$ cat config.mk
export PLATFORM = sky130hd
export DESIGN_NAME = fft_sample_buffer_flat
export DESIGN_NICKNAME = d
export VERILOG_FILES = /design/src/rtl/fft_sample_buffer_if.sv /design/src/rtl/fft_sample_buffer.sv /design/src/flat_wrapper.sv
export SDC_FILE = /design/constraint.sdc
export NUM_CORES = 1
export LEC_CHECK = 0
export ABC_AREA = 1
export BUFFER_PORTS_ARGS = -buffer_cell sky130_fd_sc_hd__clkbuf_2
export CAP_MARGIN = 20
export CORE_ASPECT_RATIO = 0.6
export CORE_MARGIN = 3
export CORE_UTILIZATION = 53
export CTS_BUF_LIST = sky130_fd_sc_hd__clkbuf_4
export DETAILED_ROUTE_END_ITERATION = 10
export PLACE_DENSITY = 0.72
export SLEW_MARGIN = 20
export SYNTH_ARGS = -nofsm -noshare
export SYNTH_HDL_FRONTEND = slang
export SYNTH_SLANG_ARGS = --single-unit
$ cat constraint.sdc
create_clock -name clk -period 5.1 [get_ports clk]
set_clock_uncertainty 0.05 [all_clocks]
set_input_delay 0.51 -clock clk [delete_from_list [all_inputs] [get_ports clk]]
set_output_delay 0.51 -clock clk [all_outputs]
set_load 0.01 [all_outputs]
$ cat src/rtl/fft_sample_buffer_if.sv
// Sample-stream handshake and presented-frame bundle between the FFT feeder and its neighbours.
// The master side produces samples and consumes frames; the slave side is the buffer itself.
interface fft_sample_buffer_if #(
    parameter int WIDTH = 17
);
    logic                    in_valid;
    logic signed [WIDTH-1:0] in_sample;
    logic                    in_ready;
    logic signed [WIDTH-1:0] sample1;
    logic signed [WIDTH-1:0] sample2;
    logic signed [WIDTH-1:0] sample3;
    logic signed [WIDTH-1:0] sample4;
    logic signed [WIDTH-1:0] sample5;
    logic signed [WIDTH-1:0] sample6;
    logic signed [WIDTH-1:0] sample7;
    logic signed [WIDTH-1:0] sample8;
    logic                    start;
    logic                    busy;

    modport master (
        output in_valid, in_sample,
        input  in_ready, sample1, sample2, sample3, sample4,
               sample5, sample6, sample7, sample8, start, busy
    );

    modport slave (
        input  in_valid, in_sample,
        output in_ready, sample1, sample2, sample3, sample4,
               sample5, sample6, sample7, sample8, start, busy
    );
endinterface

$ cat src/rtl/fft_sample_buffer.sv
// Ping-pong frame assembler for the 8-point FFT: fills one bank serially while the other
// bank's frame is presented in parallel and frozen for HOLD_CYCLES after its start pulse.
module fft_sample_buffer #(
    parameter int WIDTH       = 17,
    parameter int HOLD_CYCLES = 3
) (
    input  logic                 clk,
    input  logic                 reset,
    fft_sample_buffer_if.slave   bus
);

    typedef enum logic [1:0] {
        BANK_EMPTY,
        BANK_FILLING,
        BANK_FULL,
        BANK_PRESENT
    } bank_state_e;

    typedef enum logic {
        PRES_IDLE,
        PRES_HOLD
    } pres_state_e;

    typedef logic signed [WIDTH-1:0] word_t;

    localparam logic [7:0] HOLD_INIT = 8'(HOLD_CYCLES);

    bank_state_e bank_q [2];
    bank_state_e bank_d [2];
    logic        wptr_q, wptr_d;
    logic [2:0]  idx_q, idx_d;
    pres_state_e pres_q, pres_d;
    logic        pbank_q, pbank_d;
    logic [7:0]  hold_q, hold_d;
    logic        start_q, start_d;
    word_t       out_q [8];
    word_t       out_d [8];
    word_t       mem_q [2][8];

    logic in_ready;
    logic accept;
    logic load;
    logic load_bank;

    assign in_ready = (bank_q[wptr_q] == BANK_EMPTY) || (bank_q[wptr_q] == BANK_FILLING);
    assign accept   = bus.in_valid && in_ready;

    always_comb begin
        for (int b = 0; b < 2; b++) bank_d[b] = bank_q[b];
        for (int k = 0; k < 8; k++) out_d[k] = out_q[k];
        wptr_d    = wptr_q;
        idx_d     = idx_q;
        pres_d    = pres_q;
        pbank_d   = pbank_q;
        hold_d    = hold_q;
        start_d   = 1'b0;
        load      = 1'b0;
        load_bank = 1'b0;

        if (accept) begin
            idx_d = idx_q + 3'd1;
            if (idx_q == 3'd7) begin
                bank_d[wptr_q] = BANK_FULL;
                wptr_d         = ~wptr_q;
            end else begin
                bank_d[wptr_q] = BANK_FILLING;
            end
        end

        // The writer only touches an EMPTY/FILLING bank, so it never collides with the presenter's bank.
        case (pres_q)
            PRES_IDLE: begin
                if (bank_q[~wptr_q] == BANK_FULL) begin
                    load      = 1'b1;
                    load_bank = ~wptr_q;
                end else if (bank_q[wptr_q] == BANK_FULL) begin
                    load      = 1'b1;
                    load_bank = wptr_q;
                end
                if (load) begin
                    bank_d[load_bank] = BANK_PRESENT;
                    pbank_d           = load_bank;
                    hold_d            = HOLD_INIT;
                    start_d           = 1'b1;
                    pres_d            = PRES_HOLD;
                    for (int k = 0; k < 8; k++) out_d[k] = mem_q[load_bank][k];
                end
            end
            PRES_HOLD: begin
                hold_d = hold_q - 8'd1;
                if (hold_q == 8'd1) begin
                    bank_d[pbank_q] = BANK_EMPTY;
                    pres_d          = PRES_IDLE;
                end
            end
            default: pres_d = PRES_IDLE;
        endcase
    end

    always_ff @(posedge clk or posedge reset) begin
        if (reset) begin
            for (int b = 0; b < 2; b++) bank_q[b] <= BANK_EMPTY;
            for (int k = 0; k < 8; k++) out_q[k] <= '0;
            wptr_q  <= 1'b0;
            idx_q   <= 3'd0;
            pres_q  <= PRES_IDLE;
            pbank_q <= 1'b0;
            hold_q  <= 8'd0;
            start_q <= 1'b0;
        end else begin
            for (int b = 0; b < 2; b++) bank_q[b] <= bank_d[b];
            for (int k = 0; k < 8; k++) out_q[k] <= out_d[k];
            wptr_q  <= wptr_d;
            idx_q   <= idx_d;
            pres_q  <= pres_d;
            pbank_q <= pbank_d;
            hold_q  <= hold_d;
            start_q <= start_d;
        end
    end

    // Sample storage needs no reset: bank state alone decides what is ever presented.
    always_ff @(posedge clk) begin
        if (accept) mem_q[wptr_q][idx_q] <= bus.in_sample;
    end

    assign bus.in_ready = in_ready;
    assign bus.start    = start_q;
    assign bus.busy     = (pres_q == PRES_HOLD);
    assign bus.sample1  = out_q[0];
    assign bus.sample2  = out_q[1];
    assign bus.sample3  = out_q[2];
    assign bus.sample4  = out_q[3];
    assign bus.sample5  = out_q[4];
    assign bus.sample6  = out_q[5];
    assign bus.sample7  = out_q[6];
    assign bus.sample8  = out_q[7];

endmodule
$ cat src/flat_wrapper.sv
// flat-port wrapper written by rule: the top's interface ports become plain ports
module fft_sample_buffer_flat 
#(
    parameter int WIDTH       = 17,
    parameter int HOLD_CYCLES = 3
)
  (clk, reset, bus_in_valid, bus_in_sample, bus_in_ready, bus_sample1, bus_sample2, bus_sample3, bus_sample4, bus_sample5, bus_sample6, bus_sample7, bus_sample8, bus_start, bus_busy);
  fft_sample_buffer_if #(.WIDTH(WIDTH)) bus_i ();
  input  logic clk;
  input  logic reset;
  input wire logic [$bits(bus_i.in_valid)-1:0] bus_in_valid;
  input wire logic [$bits(bus_i.in_sample)-1:0] bus_in_sample;
  output wire logic [$bits(bus_i.in_ready)-1:0] bus_in_ready;
  output wire logic [$bits(bus_i.sample1)-1:0] bus_sample1;
  output wire logic [$bits(bus_i.sample2)-1:0] bus_sample2;
  output wire logic [$bits(bus_i.sample3)-1:0] bus_sample3;
  output wire logic [$bits(bus_i.sample4)-1:0] bus_sample4;
  output wire logic [$bits(bus_i.sample5)-1:0] bus_sample5;
  output wire logic [$bits(bus_i.sample6)-1:0] bus_sample6;
  output wire logic [$bits(bus_i.sample7)-1:0] bus_sample7;
  output wire logic [$bits(bus_i.sample8)-1:0] bus_sample8;
  output wire logic [$bits(bus_i.start)-1:0] bus_start;
  output wire logic [$bits(bus_i.busy)-1:0] bus_busy;
  assign bus_i.in_valid = bus_in_valid;
  assign bus_i.in_sample = bus_in_sample;
  assign bus_in_ready = bus_i.in_ready;
  assign bus_sample1 = bus_i.sample1;
  assign bus_sample2 = bus_i.sample2;
  assign bus_sample3 = bus_i.sample3;
  assign bus_sample4 = bus_i.sample4;
  assign bus_sample5 = bus_i.sample5;
  assign bus_sample6 = bus_i.sample6;
  assign bus_sample7 = bus_i.sample7;
  assign bus_sample8 = bus_i.sample8;
  assign bus_start = bus_i.start;
  assign bus_busy = bus_i.busy;
  fft_sample_buffer #(.WIDTH(WIDTH), .HOLD_CYCLES(HOLD_CYCLES)) u_core (.clk(clk), .reset(reset), .bus(bus_i));
endmodule
==> run metrics, run 1 <==
crit path max fanout just under 100; Antenna Violating Nets Remaining 0; most common cell after layout, fill and taps aside nand2_1; Worst-path clk slew 70 ps; Cells after Synth ~1600; Yosys reg bits roughly 430; worst endpoint required time 5700 ps; Fmax achieved 283 MHz; drt first-iter violations 1175; GRT Total Usage 0.246; Final Hold Viols 0; Hold Startpoint bus_in_sample[2]; Clock Tree Buf Depth 3; vias in the first global route 11600; Nets 1825; setup TNS 0 ps; Die Height 145 um; Area Growth Syn to Fin 15.4%; crit path cell chain inv_2, a21oi_1, nand3_4, nand2_8, buf_4, nand2_1, nand3_1, nand2_1; crit end category register; worst hold path class input pin to register; RR Endpoint u_core.bus.sample6[14]; Worst-Margin Slew 982 ps; final instance area approximately 20000 um^2; sequential cell area fraction in the yosys report 0.709; final setup vio count 0; Final period util 0.693; Total Power around 9.6 mW; Leak 9.62 nW; most frequent cells in the layout 445 x nand2_1, 297 x inv_1, 282 x nand3_1, 272 x edfxtp_1, 161 x clkbuf_4; WHS 189 ps; worst setup margin approximately 1600 ps; min Tclk post-route roughly 3500 ps; WL/cell 18.0 um; Avg Vias per Cell between 5 and 6; CTS Buf Count 96; relative slew slack 0.345; gr ovfl total 0; Worst path slowest cell nand2_8; Worst path max stage delay about 760 ps; VDD IR max between 0.2 and 0.3 mV; initial core utilization 0.541; largest net degree at the start of global routing 99; Ports 159; first-pass GRT wire length around 64 mm; clock latency on the worst-skew pair 810 ps; TritonRoute pass-1 iters 7; dpl cell area approximately 18000 um^2; Vias 11900; Crit Path Class register to register; status completed; most frequent CP cell nand2_1; DIE WIDTH around 240 um; Mapped Area 17000 um^2; count of pins over their slew limit 0; worst slack at placement 1270 ps; gp weighted congestion 0.844; Worst R2R Setup Slack 1560 ps; Root Driver clkbuf_4; Levels on crit path 8; die area 34300 um^2; worst hold path depth 1; top cell family by delay on the critical path simple AND/OR/NAND/NOR gates; WHS Endpoint u_core.mem_q[1][53]; CP bufs+invs 2; R2R depth 8; RSZ-0062 raised after global routing no; crit start category register; final wirelength 41.4 mm; Max-Cap Viols 0; initial antenna violation count 2; worst r2r src u_core.wptr_q; Pwr Density slightly below 500 nW/um^2; TritonCTS clock tree done; CORE AREA 31400 um^2; Mapped Nets 1620; Avg Cell Area, Syn between 10 and 15 um^2; count of input and output buffers 158; Synthesis Warnings 0; Sink Count between 400 and 500; Netlist cell types 21; HPWL Detailed 23.6 mm; post-route DRC violation count 0; worst path arrival time 4130 ps; layout cells sized above 1 0.197; H-tree levels 3; # rows 50; cts repair resizes 0
==> per-stage QoR <==
| stage | instances | util |
|---|---|---|
| CTS | 2296 | 0.624 |
| global placement | 2116 | 0.580 |
| detailed placement | 2116 | 0.580 |
| floorplan | 1595 | - |
| global route | 2297 | 0.625 |
| finish | 2297 | 0.625 |
==> cell families after synthesis <==
group | share of synthesized area
flops | 0.709
compound gates | 0.00552
xor+xnor | 0.000516
buf+inv | 0.0892
simple gates | 0.192
fa+ha+maj | 0.00368
==> layout make-up <==
type / count / area, um^2
Sequential cell: 427 / 12000
Fill cell: 2555 / 11800
Multi-Input combinational cell: 791 / 3550
Clock buffer: 161 / 1210
Inverter: 300 / 1130
Timing Repair Buffer: 184 / 1000
Tap cell: 416 / 520
Clock inverter: 17 / 148
Antenna cell: 1 / 2.50
==> cell usage after synthesis (all sizes together) <==
cell type	instances	area, um^2
nand2	448	1680
nand4	1	6.26
dfrtp	155	3880
buf	62	333
o31ai	1	7.51
clkbuf	15	56.3
o21ai	13	65.1
ha	5	62.6
nor3	15	75.1
nand3	283	1420
xnor2	1	8.76
a21boi	1	7.51
edfxtp	272	8170
nor2	20	77.6
a21oi	2	13.8
inv	300	1130
and2	1	6.26
==> worst max path at each step <==
stage | startpoint | endpoint
2_1_floorplan | reset | u_core.bank_q[0]
3_3_place_gp | u_core.wptr_q | u_core.bus.sample5[16]
3_5_place_dp | u_core.wptr_q | u_core.bus.sample5[16]
4_1_cts | u_core.wptr_q | u_core.bus.sample6[11]
5_1_grt | u_core.wptr_q | u_core.bus.sample6[14]
6_report | u_core.wptr_q | u_core.bus.sample6[14]
==> where the power goes <==
part	switching [mW]	internal [mW]
clock network	1.33	1.57
logic	1.33	0.675
registers	0.361	4.32
total	3.02	6.56
==> worst register-to-register path, cell delays in order, from the launching register on <==
cell and delay (ps):
dfrtp_1 750, inv_2 310, a21oi_1 300, nand3_4 550, nand2_8 770, buf_4 430, nand2_1 90, nand3_1 80
nand2_1 60
==> sequential cells by signal (all words and copies together), names as in the netlist, 17 cells and up <==
name,flops
u_core.mem_q,272
u_core.bus.sample1,17
u_core.bus.sample2,17
u_core.bus.sample3,17
u_core.bus.sample4,17
u_core.bus.sample5,17
u_core.bus.sample6,17
u_core.bus.sample7,17
u_core.bus.sample8,17
==> layer usage <==
metal / track usage / wire, um / vias up
met5: 0 / 0 / -
met4: 0.0927 / 981 / 0
met3: 0.0633 / 3510 / 82
met2: 0.366 / 18300 / 512
met1: 0.355 / 18600 / 5714
li1: - / - / 5549
==> timing repair <==
item,CTS,global route
setup buffers,0,0
setup endpoints to repair,0,0
hold buffers,2,0
endpoints found under the hold margin,91,0
Power figures use the tool's default switching activity.
==> inputs of run 2 (changes only) <==
- PLACE_DENSITY: 0.72 -> 0.75
- clock period: 5.1 -> 3.25 ns (I/O delays scaled with it)
==> run 2 against run 1 <==
Non-clock buffer count up 8. Final cell count up 0.22%. Routed wire length down 1.3%. Die area unchanged. Critical path type unchanged. Largest cell class unchanged.
==> run metrics, run 2 (synthesis gave the netlist of run 1 again) <==
status completed (unchanged); multi-input logic area 3530 um^2 (was 3550 um^2); die area 34300 um^2 (unchanged); first-pass GRT wire length 63.3 mm (was 64.2 mm); Sink Count 427 (unchanged); Antenna Violating Nets Remaining 0 (unchanged); crit path max fanout 15 (was 98); VDD IR max 0.377 mV (was 0.266 mV); clock latency on the worst-skew pair 790 ps (was 810 ps); most frequent cells in the layout 445 x nand2_1, 297 x inv_1, 282 x nand3_1, 272 x edfxtp_1, 158 x clkbuf_2 (was 445 x nand2_1, 297 x inv_1, 282 x nand3_1, 272 x edfxtp_1, 161 x clkbuf_4); worst hold path class input pin to register (unchanged); HPWL Detailed 23.3 mm (was 23.6 mm); Avg Vias per Cell 5.13 (was 5.16); relative slew slack 0.443 (was 0.345); WHS 91.8 ps (was 189 ps); Worst path max stage delay 730 ps (was 760 ps); count of pins over their slew limit 0 (unchanged); Setup crit start u_core.wptr_q (unchanged); count of input and output buffers 158 (unchanged); Worst path slowest cell dfrtp_1 (was nand2_8); Leak 9.60 nW (was 9.62 nW); Pwr Density 750 nW/um^2 (was 489 nW/um^2); worst r2r src u_core.wptr_q (unchanged); final wirelength 40.8 mm (was 41.4 mm); WL/cell 17.7 um (was 18.0 um); sequential cell area 12000 um^2 (unchanged); worst hold path depth 1 (unchanged); Clock Tree Buf Depth 3 (unchanged); Die Height 145 um (unchanged); H-tree levels 3 (unchanged); CORE AREA 31400 um^2 (unchanged); Total Power 14.7 mW (was 9.58 mW); largest net degree at the start of global routing 137 (was 99); worst path arrival time 3050 ps (was 4130 ps); RSZ-0062 raised after global routing no (unchanged); post-route DRC violation count 0 (unchanged); Cell Count, Final, Fillers Out 2302 (was 2297); final setup vio count 0 (unchanged); Worst R2R Setup Slack 610 ps (was 1560 ps); Vias 11800 (was 11900); Fmax achieved 378 MHz (was 283 MHz); worst slack at placement 699 ps (was 1270 ps); Final Hold Viols 0 (unchanged); WHS Endpoint u_core.mem_q[1][13] (was u_core.mem_q[1][53]); Worst-path clk slew 70 ps (about the same); layout cells sized above 1 0.193 (was 0.197); most frequent CP cell nand2_1 (unchanged); Max-Cap Viols 0 (unchanged); setup TNS 0 ps (unchanged); Post-CTS Setup Repair Bufs 0 (unchanged); TritonCTS clock tree done (unchanged); crit start category register (unchanged); final instance area 19600 um^2 (about the same); most common cell after layout, fill and taps aside nand2_1 (unchanged); Area Growth Syn to Fin 15.5% (was 15.4%); crit end category register (unchanged); Crit Path Class register to register (unchanged); Top reg by flops u_core.mem_q (unchanged); fill count 2613 (was 2555); TritonRoute pass-1 iters 8 (was 7); Root Driver clkbuf_4 (unchanged); RR Endpoint u_core.mem_q[1][123] (was u_core.bus.sample6[14]); dpl cell area 18300 um^2 (was 18200 um^2); Ports 159 (unchanged); R2R depth 7 (was 8); initial core utilization 0.541 (unchanged); drt first-iter violations 1044 (was 1175); worst setup margin 607 ps (was 1560 ps); Final period util 0.813 (was 0.693); gp weighted congestion 0.840 (was 0.844); Hold Startpoint bus_in_sample[13] (was bus_in_sample[2]); worst endpoint required time 3660 ps (was 5700 ps); min Tclk post-route 2640 ps (was 3540 ps); Worst-Margin Slew 836 ps (was 982 ps); Nets 1832 (was 1825); max reg flops 272 (unchanged); vias in the first global route 11300 (was 11600); CTS Buf Count 95 (was 96); # rows 50 (unchanged); crit path cell chain inv_2, nand2_1, nand2_1, nor2_2, nand2_1, nor3_2, buf_4 (was inv_2, a21oi_1, nand3_4, nand2_8, buf_4, nand2_1, nand3_1, nand2_1); initial antenna violation count 3 (was 2); GRT Total Usage 0.244 (was 0.246); gr ovfl total 0 (unchanged); Placed Cells 2122 (was 2116); DIE WIDTH 237 um (unchanged); Final Util 0.625 (about the same)
run 2: cell count changes in the layout (fill, tap and decap cells not counted), sizes merged:
| cell | delta |
|---|---|
| dlygate4sd3 | +2 |
| inv | -2 |
| diode | +1 |
| clkinv | +9 |
| bufinv | -3 |
| buf | +6 |
| clkbuf | -8 |
run 2: critical path: cells and delay by family, from the launching register on:
kind                   cells  cell delay, ps
flip-flops                 1             730
buffers and inverters      2             380
AND/OR/NAND/NOR            5            1140
run 2: area by class of cell:
type / count / share of cell area
diodes: 2 / 0.000255
clock buffers: 153 / 0.0585
clock inverters: 21 / 0.00408
inverters: 300 / 0.0576
multi-input cells: 791 / 0.180
flip-flops and latches: 427 / 0.614
well taps: 416 / 0.0265
repair buffers: 192 / 0.0589
run 2: worst max path at each step:
stage	depth (start not counted)	endpoint	slack (ps)
after floorplan	6	u_core.mem_q[0][119]	540
after global placement	7	u_core.mem_q[1][73]	820
after detailed placement	7	u_core.mem_q[1][133]	700
after CTS	7	u_core.mem_q[1][127]	670
after global routing	7	u_core.mem_q[1][127]	410
final	7	u_core.mem_q[1][123]	610
run 2: what timing repair did:
action                                 CTS  global route
endpoints found under the hold margin  178             0
hold buffers                             4             0
gates resized for setup                  0             0
run 2: where the power goes:
group	total, mW	leakage (nW)	internal [mW]	switching [mW]
registers	7.37	4.46	6.77	0.591
logic	3.17	4.41	1.10	2.07
clock network	4.17	0.739	2.13	2.04
run 2: per-layer routing:
layer	part of all wire	GRT usage	up-vias	wire [um]
met4	0.022	0.0854	0	881
li1	-	-	5563	-
met5	0	0	-	0
met1	0.44	0.346	5685	17800
met3	0.081	0.0581	66	3290
met2	0.46	0.376	498	18800
==> inputs of run 3 (changes only) <==
- clock period: 3.25 -> 2.25 ns (I/O delays scaled with it)
==> run 3 against run 2 <==
Utilization is 0.98 points higher. Worst setup slack worse by 420 ps. Design area is 1.6% higher. Combinational power is 48% higher. Clock-buffer cell count is 2 lower. Flip-flop and latch count stayed put. Sequential share of layout area is 0.95 points lower. Global-route usage is 0.14 points lower. Critical path depth stayed put. Maximum frequency is 28% higher. Final cell count is 1.1% higher. Register-to-register slack worse by 420 ps. Critical endpoint is now u_core.mem_q[1][52].
==> run metrics, run 3 (synthesis gave the netlist of run 1 again) <==
Max-Cap Viols 0 (unchanged); WL met3 3.44 mm (was 3.29 mm); Final period util 0.916 (was 0.813); Leak 9.74 nW (was 9.60 nW); fill count 2523 (was 2613); Cell Count, Final, Fillers Out 2327 (was 2302); Sink Count 427 (unchanged); drt first-iter violations 909 (was 1044); dpl cell area 18500 um^2 (was 18300 um^2); Die Height 145 um (unchanged); min Tclk post-route 2060 ps (was 2640 ps); Worst path slowest cell dfrtp_2 (was dfrtp_1); WL/cell 17.4 um (was 17.7 um); layout cells sized above 1 0.197 (was 0.193); vias in the first global route 11600 (was 11300); HPWL Detailed 23.6 mm (was 23.3 mm); Pwr Density 1080 nW/um^2 (was 750 nW/um^2); DIE WIDTH 237 um (unchanged); Worst-Margin Slew 847 ps (was 836 ps); largest net degree at the start of global routing 93 (was 137); Root Driver clkbuf_4 (unchanged); Vias 11900 (was 11800); gr ovfl total 0 (unchanged); TritonRoute pass-1 iters 5 (was 8); Clock Tree Buf Depth 3 (unchanged); worst endpoint required time 2650 ps (was 3660 ps); VDD IR max 0.547 mV (was 0.377 mV); Fmax achieved 485 MHz (was 378 MHz); Worst-path clk slew 80 ps (was 70 ps); H-tree levels 3 (unchanged); CP bufs+invs 2 (unchanged); Worst path max stage delay 460 ps (was 730 ps); count of pins over their slew limit 0 (unchanged); Nets 1852 (was 1832); most frequent cells in the layout 444 x nand2_1, 297 x inv_1, 282 x nand3_1, 272 x edfxtp_1, 158 x clkbuf_2 (was 445 x nand2_1, 297 x inv_1, 282 x nand3_1, 272 x edfxtp_1, 158 x clkbuf_2); TritonCTS clock tree done (unchanged); count of input and output buffers 158 (unchanged); Ports 159 (unchanged); # rows 50 (unchanged); CORE AREA 31400 um^2 (unchanged); final wirelength 40.6 mm (was 40.8 mm); Crit Path Class register to register (unchanged); wire length on met1 17.6 mm (was 17.8 mm); crit start category register (unchanged); crit path cell chain inv_2, nand2_1, nand2_2, nor2_2, nand2_1, nor3_2, buf_4 (was inv_2, nand2_1, nand2_1, nor2_2, nand2_1, nor3_2, buf_4); Area Growth Syn to Fin 17.3% (was 15.5%); worst path arrival time 2460 ps (was 3050 ps); Placed Cells 2129 (was 2122); CTS Buf Count 96 (was 95); crit path max fanout 17 (was 15); met2 routed WL 18.6 mm (was 18.8 mm); top cell family by delay on the critical path simple AND/OR/NAND/NOR gates (unchanged); Antenna Violating Nets Remaining 0 (unchanged); relative slew slack 0.436 (was 0.443); first-pass GRT wire length 63.4 mm (was 63.3 mm); die area 34300 um^2 (unchanged); DR top layer met4 (unchanged); Avg Vias per Cell 5.10 (was 5.13); initial core utilization 0.541 (unchanged); most frequent CP cell nand2_1 (unchanged); most common cell after layout, fill and taps aside nand2_1 (unchanged); max reg flops 272 (unchanged); worst hold path class input pin to async pin (was input pin to register); final setup vio count 0 (unchanged); RSZ-0062 raised after global routing no (unchanged); gp weighted congestion 0.857 (was 0.840); Top reg by flops u_core.mem_q (unchanged); final instance area 19900 um^2 (was 19600 um^2); Final Hold Viols 0 (unchanged); post-route DRC violation count 0 (unchanged); initial antenna violation count 2 (was 3); GRT Total Usage 0.242 (was 0.244); status completed (unchanged); crit end category register (unchanged); clock latency on the worst-skew pair 800 ps (was 790 ps)
-- run 3: layout make-up --
class | count | area (um^2) | share of cell area
Clock inverter | 30 | 143 | 0.00716
Multi-Input combinational cell | 791 | 3530 | 0.177
Timing Repair Buffer | 211 | 1420 | 0.0711
Inverter | 300 | 1130 | 0.0567
Sequential cell | 427 | 12000 | 0.605
Clock buffer | 151 | 1130 | 0.0569
Tap cell | 416 | 520 | 0.0261
Antenna cell | 1 | 2.50 | 0.000126
-- run 3: worst min-delay path, delay by kind of cell --
family / cells / cell delay (ps)
buffers and inverters: 4 / 1060
-- run 3: stage by stage --
step	utilization	setup slack, ps	TNS [ps]	power (mW)	hold slack, ps
after floorplan	-	-465	-86640	13.3	274
after global placement	0.589	106	0	15.3	341
after detailed placement	0.589	85.5	0	15.4	343
after CTS	0.634	27.1	0	21.7	18.0
after global routing	0.635	36.6	0	22.8	20.7
final	0.635	188	0	21.5	31.2
-- run 3: final timing paths --
path / depth (start not counted) / from / end / slack [ps]
max in group asynchronous: 4 / reset / u_core.wptr_q / 1650
worst max-delay path: 7 / u_core.wptr_q / u_core.mem_q[1][52] / 190
worst max register to register: 7 / u_core.wptr_q / u_core.mem_q[1][52] / 190
worst min register to register: 2 / u_core.bus.sample6[9] / u_core.bus.sample6[9] / 430
worst min-delay path: 4 / reset / u_core.bus.sample8[6] / 30
min in group clk: 1 / bus_in_sample[10] / u_core.mem_q[1][95] / 70
-- run 3: power by group --
part           leakage, nW  switching (mW)  internal (mW)
clock                0.766            3.00           3.17
combinational         4.52            3.03           1.67
sequential            4.45           0.809           9.79
total                 9.74            6.84           14.6
-- run 3: metal layers --
layer  global-route usage  up-vias
li1                     -     5621
met1                0.341     5702
met2                0.373      463
met3               0.0610       78
met4               0.0876        0
met5                    0        -
-- run 3: timing repair --
item | 4_1_cts | 5_1_grt
buffers inserted | 0 | 0
endpoints found under the hold margin | 369 | 0
gates cloned | 0 | 0
setup endpoints to repair | 1 | 67
hold buffers | 16 | 0
gates resized for setup | 1 | 1
